==> config.mk <==
export PLATFORM = sky130hd
export DESIGN_NAME = uart_tx_engine
export DESIGN_NICKNAME = d
export VERILOG_FILES = /design/src/rtl/uart_tx_engine.sv
export SDC_FILE = /design/constraint.sdc
export NUM_CORES = 1
export LEC_CHECK = 0
export ABC_AREA = 1
export BUFFER_PORTS_ARGS = -buffer_cell sky130_fd_sc_hd__buf_2
export CELL_PAD_IN_SITES_DETAIL_PLACEMENT = 1
export CELL_PAD_IN_SITES_GLOBAL_PLACEMENT = 1
export CORE_ASPECT_RATIO = 0.7
export CORE_UTILIZATION = 42
export DETAILED_ROUTE_END_ITERATION = 10
export PLACE_DENSITY_LB_ADDON = 0.2
export SLEW_MARGIN = 30
export SYNTH_ARGS = -nofsm -noshare
export SYNTH_HDL_FRONTEND = slang
export SYNTH_SLANG_ARGS = --single-unit
==> constraint.sdc <==
create_clock -name clk -period 2.55 [get_ports clk]
set_input_delay 0.255 -clock clk [delete_from_list [all_inputs] [get_ports clk]]
set_output_delay 0.255 -clock clk [all_outputs]
set_load 0.01 [all_outputs]
==> src/rtl/uart_tx_engine.sv <==
// UART transmit engine: latches a byte on a load strobe and serialises an
// 11-bit frame (start, data LSB first, optional parity, stop/pad ones) at
// k_lat clocks per bit. txrdy is high when the engine can take another byte.
module uart_tx_engine #(
  parameter int KW         = 19,
  parameter int FRAME_BITS = 11,
  parameter int BC_W       = 4
) (
  input  logic          clk,
  input  logic          reset,
  input  logic [KW-1:0] k,
  input  logic          load,
  input  logic [7:0]    out_port,
  input  logic          eight,
  input  logic          pen,
  input  logic          ohel,
  output logic          tx,
  output logic          txrdy
);

  typedef enum logic {IDLE, SHIFT} state_t;

  state_t                r_state, w_state_nxt;
  logic [KW-1:0]         r_k_lat, w_k_lat_nxt;
  logic [KW-1:0]         r_btc, w_btc_nxt;
  logic [BC_W-1:0]       r_bc, w_bc_nxt;
  logic [FRAME_BITS-1:0] r_shift, w_shift_nxt;
  logic                  r_txrdy, w_txrdy_nxt;
  logic [FRAME_BITS-1:0] w_frame;
  logic                  w_btu;
  logic                  w_par;

  // Parity over the bits actually sent; ohel flips even to odd sense.
  function automatic logic parity_bit(input logic [7:0] d, input logic e,
                                      input logic odd);
    logic [7:0] w_sel;
    w_sel = e ? d : {1'b0, d[6:0]};
    return (^w_sel) ^ odd;
  endfunction

  // Assemble the frame from the live inputs; only consumed on an accepted load,
  // so later input changes cannot disturb a frame already in the shifter.
  always_comb begin
    w_par      = parity_bit(out_port, eight, ohel);
    w_frame    = '1;
    w_frame[0] = 1'b0;
    w_frame[7:1] = out_port[6:0];
    if (eight) begin
      w_frame[8] = out_port[7];
      w_frame[9] = pen ? w_par : 1'b1;
    end else begin
      w_frame[8] = pen ? w_par : 1'b1;
    end
  end

  // Next-state logic: bit-time counting, shifting and frame termination.
  always_comb begin
    w_state_nxt = r_state;
    w_k_lat_nxt = r_k_lat;
    w_btc_nxt   = r_btc;
    w_bc_nxt    = r_bc;
    w_shift_nxt = r_shift;
    w_txrdy_nxt = r_txrdy;
    w_btu       = (r_state == SHIFT) && (r_btc == r_k_lat - KW'(1));
    case (r_state)
      IDLE: begin
        if (load && (k != '0)) begin
          w_state_nxt = SHIFT;
          w_k_lat_nxt = k;
          w_shift_nxt = w_frame;
          w_btc_nxt   = '0;
          w_bc_nxt    = '0;
          w_txrdy_nxt = 1'b0;
        end
      end
      SHIFT: begin
        if (w_btu) begin
          w_btc_nxt   = '0;
          w_shift_nxt = {1'b1, r_shift[FRAME_BITS-1:1]};
          if (r_bc == BC_W'(FRAME_BITS - 1)) begin
            // Last bit time done: shifter has drained to all ones.
            w_state_nxt = IDLE;
            w_bc_nxt    = '0;
            w_txrdy_nxt = 1'b1;
          end else begin
            w_bc_nxt = r_bc + BC_W'(1);
          end
        end else begin
          w_btc_nxt = r_btc + KW'(1);
        end
      end
      default: w_state_nxt = IDLE;
    endcase
  end

  // State register; reset aborts any frame and forces the line idle.
  always_ff @(posedge clk) begin
    if (reset) begin
      r_state <= IDLE;
      r_k_lat <= '0;
      r_btc   <= '0;
      r_bc    <= '0;
      r_shift <= '1;
      r_txrdy <= 1'b1;
    end else begin
      r_state <= w_state_nxt;
      r_k_lat <= w_k_lat_nxt;
      r_btc   <= w_btc_nxt;
      r_bc    <= w_bc_nxt;
      r_shift <= w_shift_nxt;
      r_txrdy <= w_txrdy_nxt;
    end
  end

  assign tx    = r_shift[0];
  assign txrdy = r_txrdy;

endmodule

==> results.cfg <==
[run_status]
outcome = finished, final reports clean

[synthesis]
synth_cells = 567
synthSimpleGateAreaFrac = 0.4063
synth_top_family_by_area = simple AND/OR/NAND/NOR gates
synthXorXnorAreaFrac = 0.08526
synth_warnings = 0
synthMuxAreaShare = 0
synth-compound-area-share = 0.09681
ys_ff_latch = 54
syn-num-nets = 604
synth_fa_ha_area_frac = 0.01359
avgSynthCellArea_um2 = 6.497
synth_area_um2 = 3684
seq_area_frac_synth = 0.2935
netlist-cell-type-count = 38

[grt]
antenna_found_initial = 0
grt_pass1_wl_mm = 17.88
grt_max_degree = 37
grt_overflow = 0
grtUsageTotal = 0.2520
grt_pass1_vias = 3596

[setup_path]
cp-start-kind = flip-flop
cp_max_fo = 14
reg2reg_from = r_k_lat[0]
critPathRequiredTime_ns = 2.73
max_stage_delay_ns = 0.37
rrSetupSlack_ns = 0.24
cp-end-kind = flip-flop
cp_slowest_cell = dfxtp_1
r2r_cells = 17
critical_path_arrival_ns = 2.49
path_class = flip-flop to flip-flop
reg2reg_to = r_shift[6]
worstPathCellList = inv_1 -> ha_4 -> inv_1 -> nand2_1 -> nand2_1 -> nor2_1 -> nand2_1 -> nor2_1 -> nand2_1 -> nor2_1 -> nand2_1 -> nor2_2 -> nand2_4 -> nand2_8 -> nand2_4 -> nand2_1 -> nand3_1
path_common_cell = nand2_1

[clock_tree]
cts_buffers = 5
cts_tree = built
clock_latency_ns = 0.30
cts.sinks = 54
clock_path_buffers = 2
cts_max_level = 2
clkTransAtPathRegs_ns = 0.07
cts-root-buf = clkbuf_16

[power_and_ir_drop]
power.density_nw_per_um2 = 562.8
vdd_drop_max_mv = 0.2701
p_leak_nw = 1.916

[cells_and_area]
final_nets = 632
mostFrequentLayoutCells = nand2_1, inv_1, dfxtp_1
mostFrequentLayoutCell = nand2_1
syn_to_final_growth_pct = 10.43
diodes = 0
fill_cells = 1168
drive_gt1_frac = 0.1258

[sta]
fmax_ghz = 0.4328
setup_viol = 0
max-slew-margin-rel = 0.5665
tns_ns = 0
fin_crit_sh = 0.9060
timing.final.ws_setup_ns = 0.2397
worstMarginPinSlew_ns = 0.6496
finalClockSkew_ns = 0.003340
hold_violations = 0
fin_crit_ns = 2.310
drv_slew = 0

[detailed_routing]
final_antenna_net_count = 0
vias = 3698
dr.first_iter.drc_count = 203
dr.pass1.iters = 4
drcViolationCount = 0
wirelength_mm = 10.97
wl_per_cell_um = 15.32
vias_per_cell = 5.165

[die]
die_area_um2 = 9155
start_util = 0.4345
core_region_area_um2 = 8478
die_width_um = 113.9
rows = 28
chipHeight_um = 80.36
io_pins = 35

[hold_path]
min_to = r_k_lat[18]
min_from = k[18]
holdPathStages = 3
worstHoldPathType = input port to flip-flop

[placed_design]
gp_congestion = 0.8549
hpwlAfterDp_mm = 8.645
io_buffers = 34
pre_cts_ws_ns = 0.08645

[flow_run]
maxCapViolations = 0
==> cell families (layout without fill, tap and decap cells) <==
group           Yosys count  count (layout)
simple gates            328             329
buf+inv                  77             105
compound gates           69              69
flops                    54              54
xor+xnor                 35              35
fa+ha+maj                 4               4
==> layout make-up <==
type	count	area, um2	area share
multi-input cells	437	2260	0.5555
flip-flops and latches	54	1081	0.2658
repair buffers	40	215.2	0.05291
inverters	57	214.0	0.05260
well taps	120	150.1	0.03691
clock buffers	7	142.6	0.03507
clock inverters	1	5.005	0.001230
==> layer usage <==
metal	track usage	routed length (um)	vias to the layer above
li1	-	-	1870
met1	0.3724	5883	1738
met2	0.3782	4509	81
met3	0.04000	492	9
met4	0.05844	87	0
met5	0	0	-
==> stage by stage <==
step | area [um2] | std cells | utilization | power (mW) | hold WS [ns]
6_report | 4068 | 716 | 0.4798 | 2.289 | 0.2438
5_1_grt | 4068 | 716 | 0.4798 | 2.425 | 0.2623
4_1_cts | 4025 | 715 | 0.4748 | 2.291 | 0.2359
3_5_place_dp | 3877 | 707 | 0.4573 | 1.586 | 0.4391
3_3_place_gp | 3877 | 707 | 0.4573 | 1.555 | 0.4371
2_1_floorplan | 3684 | 567 | - | 1.433 | 0.3241
==> Yosys cell counts <==
master,number,share of area
a21o_1,1,0.0020
a21oi_1,41,0.056
a31o_2,1,0.0024
buf_12,2,0.011
buf_2,3,0.0041
buf_6,2,0.0061
clkbuf_1,7,0.0071
clkbuf_2,1,0.0014
clkbuf_4,1,0.0020
clkbuf_8,4,0.015
dfxtp_1,54,0.29
ha_1,4,0.014
inv_1,55,0.056
inv_2,2,0.0020
nand2_1,179,0.18
nand2_2,4,0.0068
nand2_4,2,0.0061
nand3_1,47,0.064
nand3_2,5,0.014
nand3b_1,7,0.014
nand4_1,11,0.019
nor2_1,48,0.049
nor2_2,5,0.0085
nor2_4,1,0.0031
nor2_8,2,0.011
nor3_1,8,0.011
nor3_2,1,0.0027
nor3b_1,1,0.0020
nor4_1,5,0.0085
nor4_2,1,0.0034
o21a_1,1,0.0020
o21ai_0,23,0.031
o21ai_1,1,0.0014
o21bai_1,1,0.0020
or2_2,1,0.0017
xnor2_1,11,0.026
xor2_1,23,0.055
xor2_2,1,0.0044
==> how the worst max path moves through the flow <==
stage | endpoint | from | slack (ns) | cells after the start
2_1_floorplan | r_shift[8] | r_k_lat[0] | 0.66 | 15
5_1_grt | r_bc[3] | r_k_lat[0] | -0.0005 | 18
3_5_place_dp | r_shift[6] | r_k_lat[0] | 0.09 | 17
6_report | r_shift[6] | r_k_lat[0] | 0.24 | 17
3_3_place_gp | r_shift[0] | r_k_lat[0] | 0.25 | 17
4_1_cts | r_shift[6] | r_k_lat[0] | 0.06 | 17
==> timing repair <==
item / in CTS / in global routing
hold buffers: 0 / 0
setup endpoints to repair: 0 / 30
resized for setup: 0 / 4
buffers inserted: 0 / 0
==> worst max-delay path: cells and delay by family, from the launching register on <==
kind	cells	cell delay [ns]
simple gates	14	1.35
flops	1	0.37
buf+inv	2	0.16
fa+ha+maj	1	0.30
==> flip-flops by register name, indices dropped and copies added (netlist names) <==
name	count
r_bc	4
r_btc	19
r_state	1
r_shift	10
r_k_lat	19
txrdy	1
==> power breakdown <==
group	internal, mW	total [mW]	switching (mW)
Combinational	0.215	0.640	0.425
Clock	0.390	0.701	0.311
Sequential	0.898	0.949	0.0501
Total	1.50	2.29	0.786
Power figures use the tool's default switching activity.
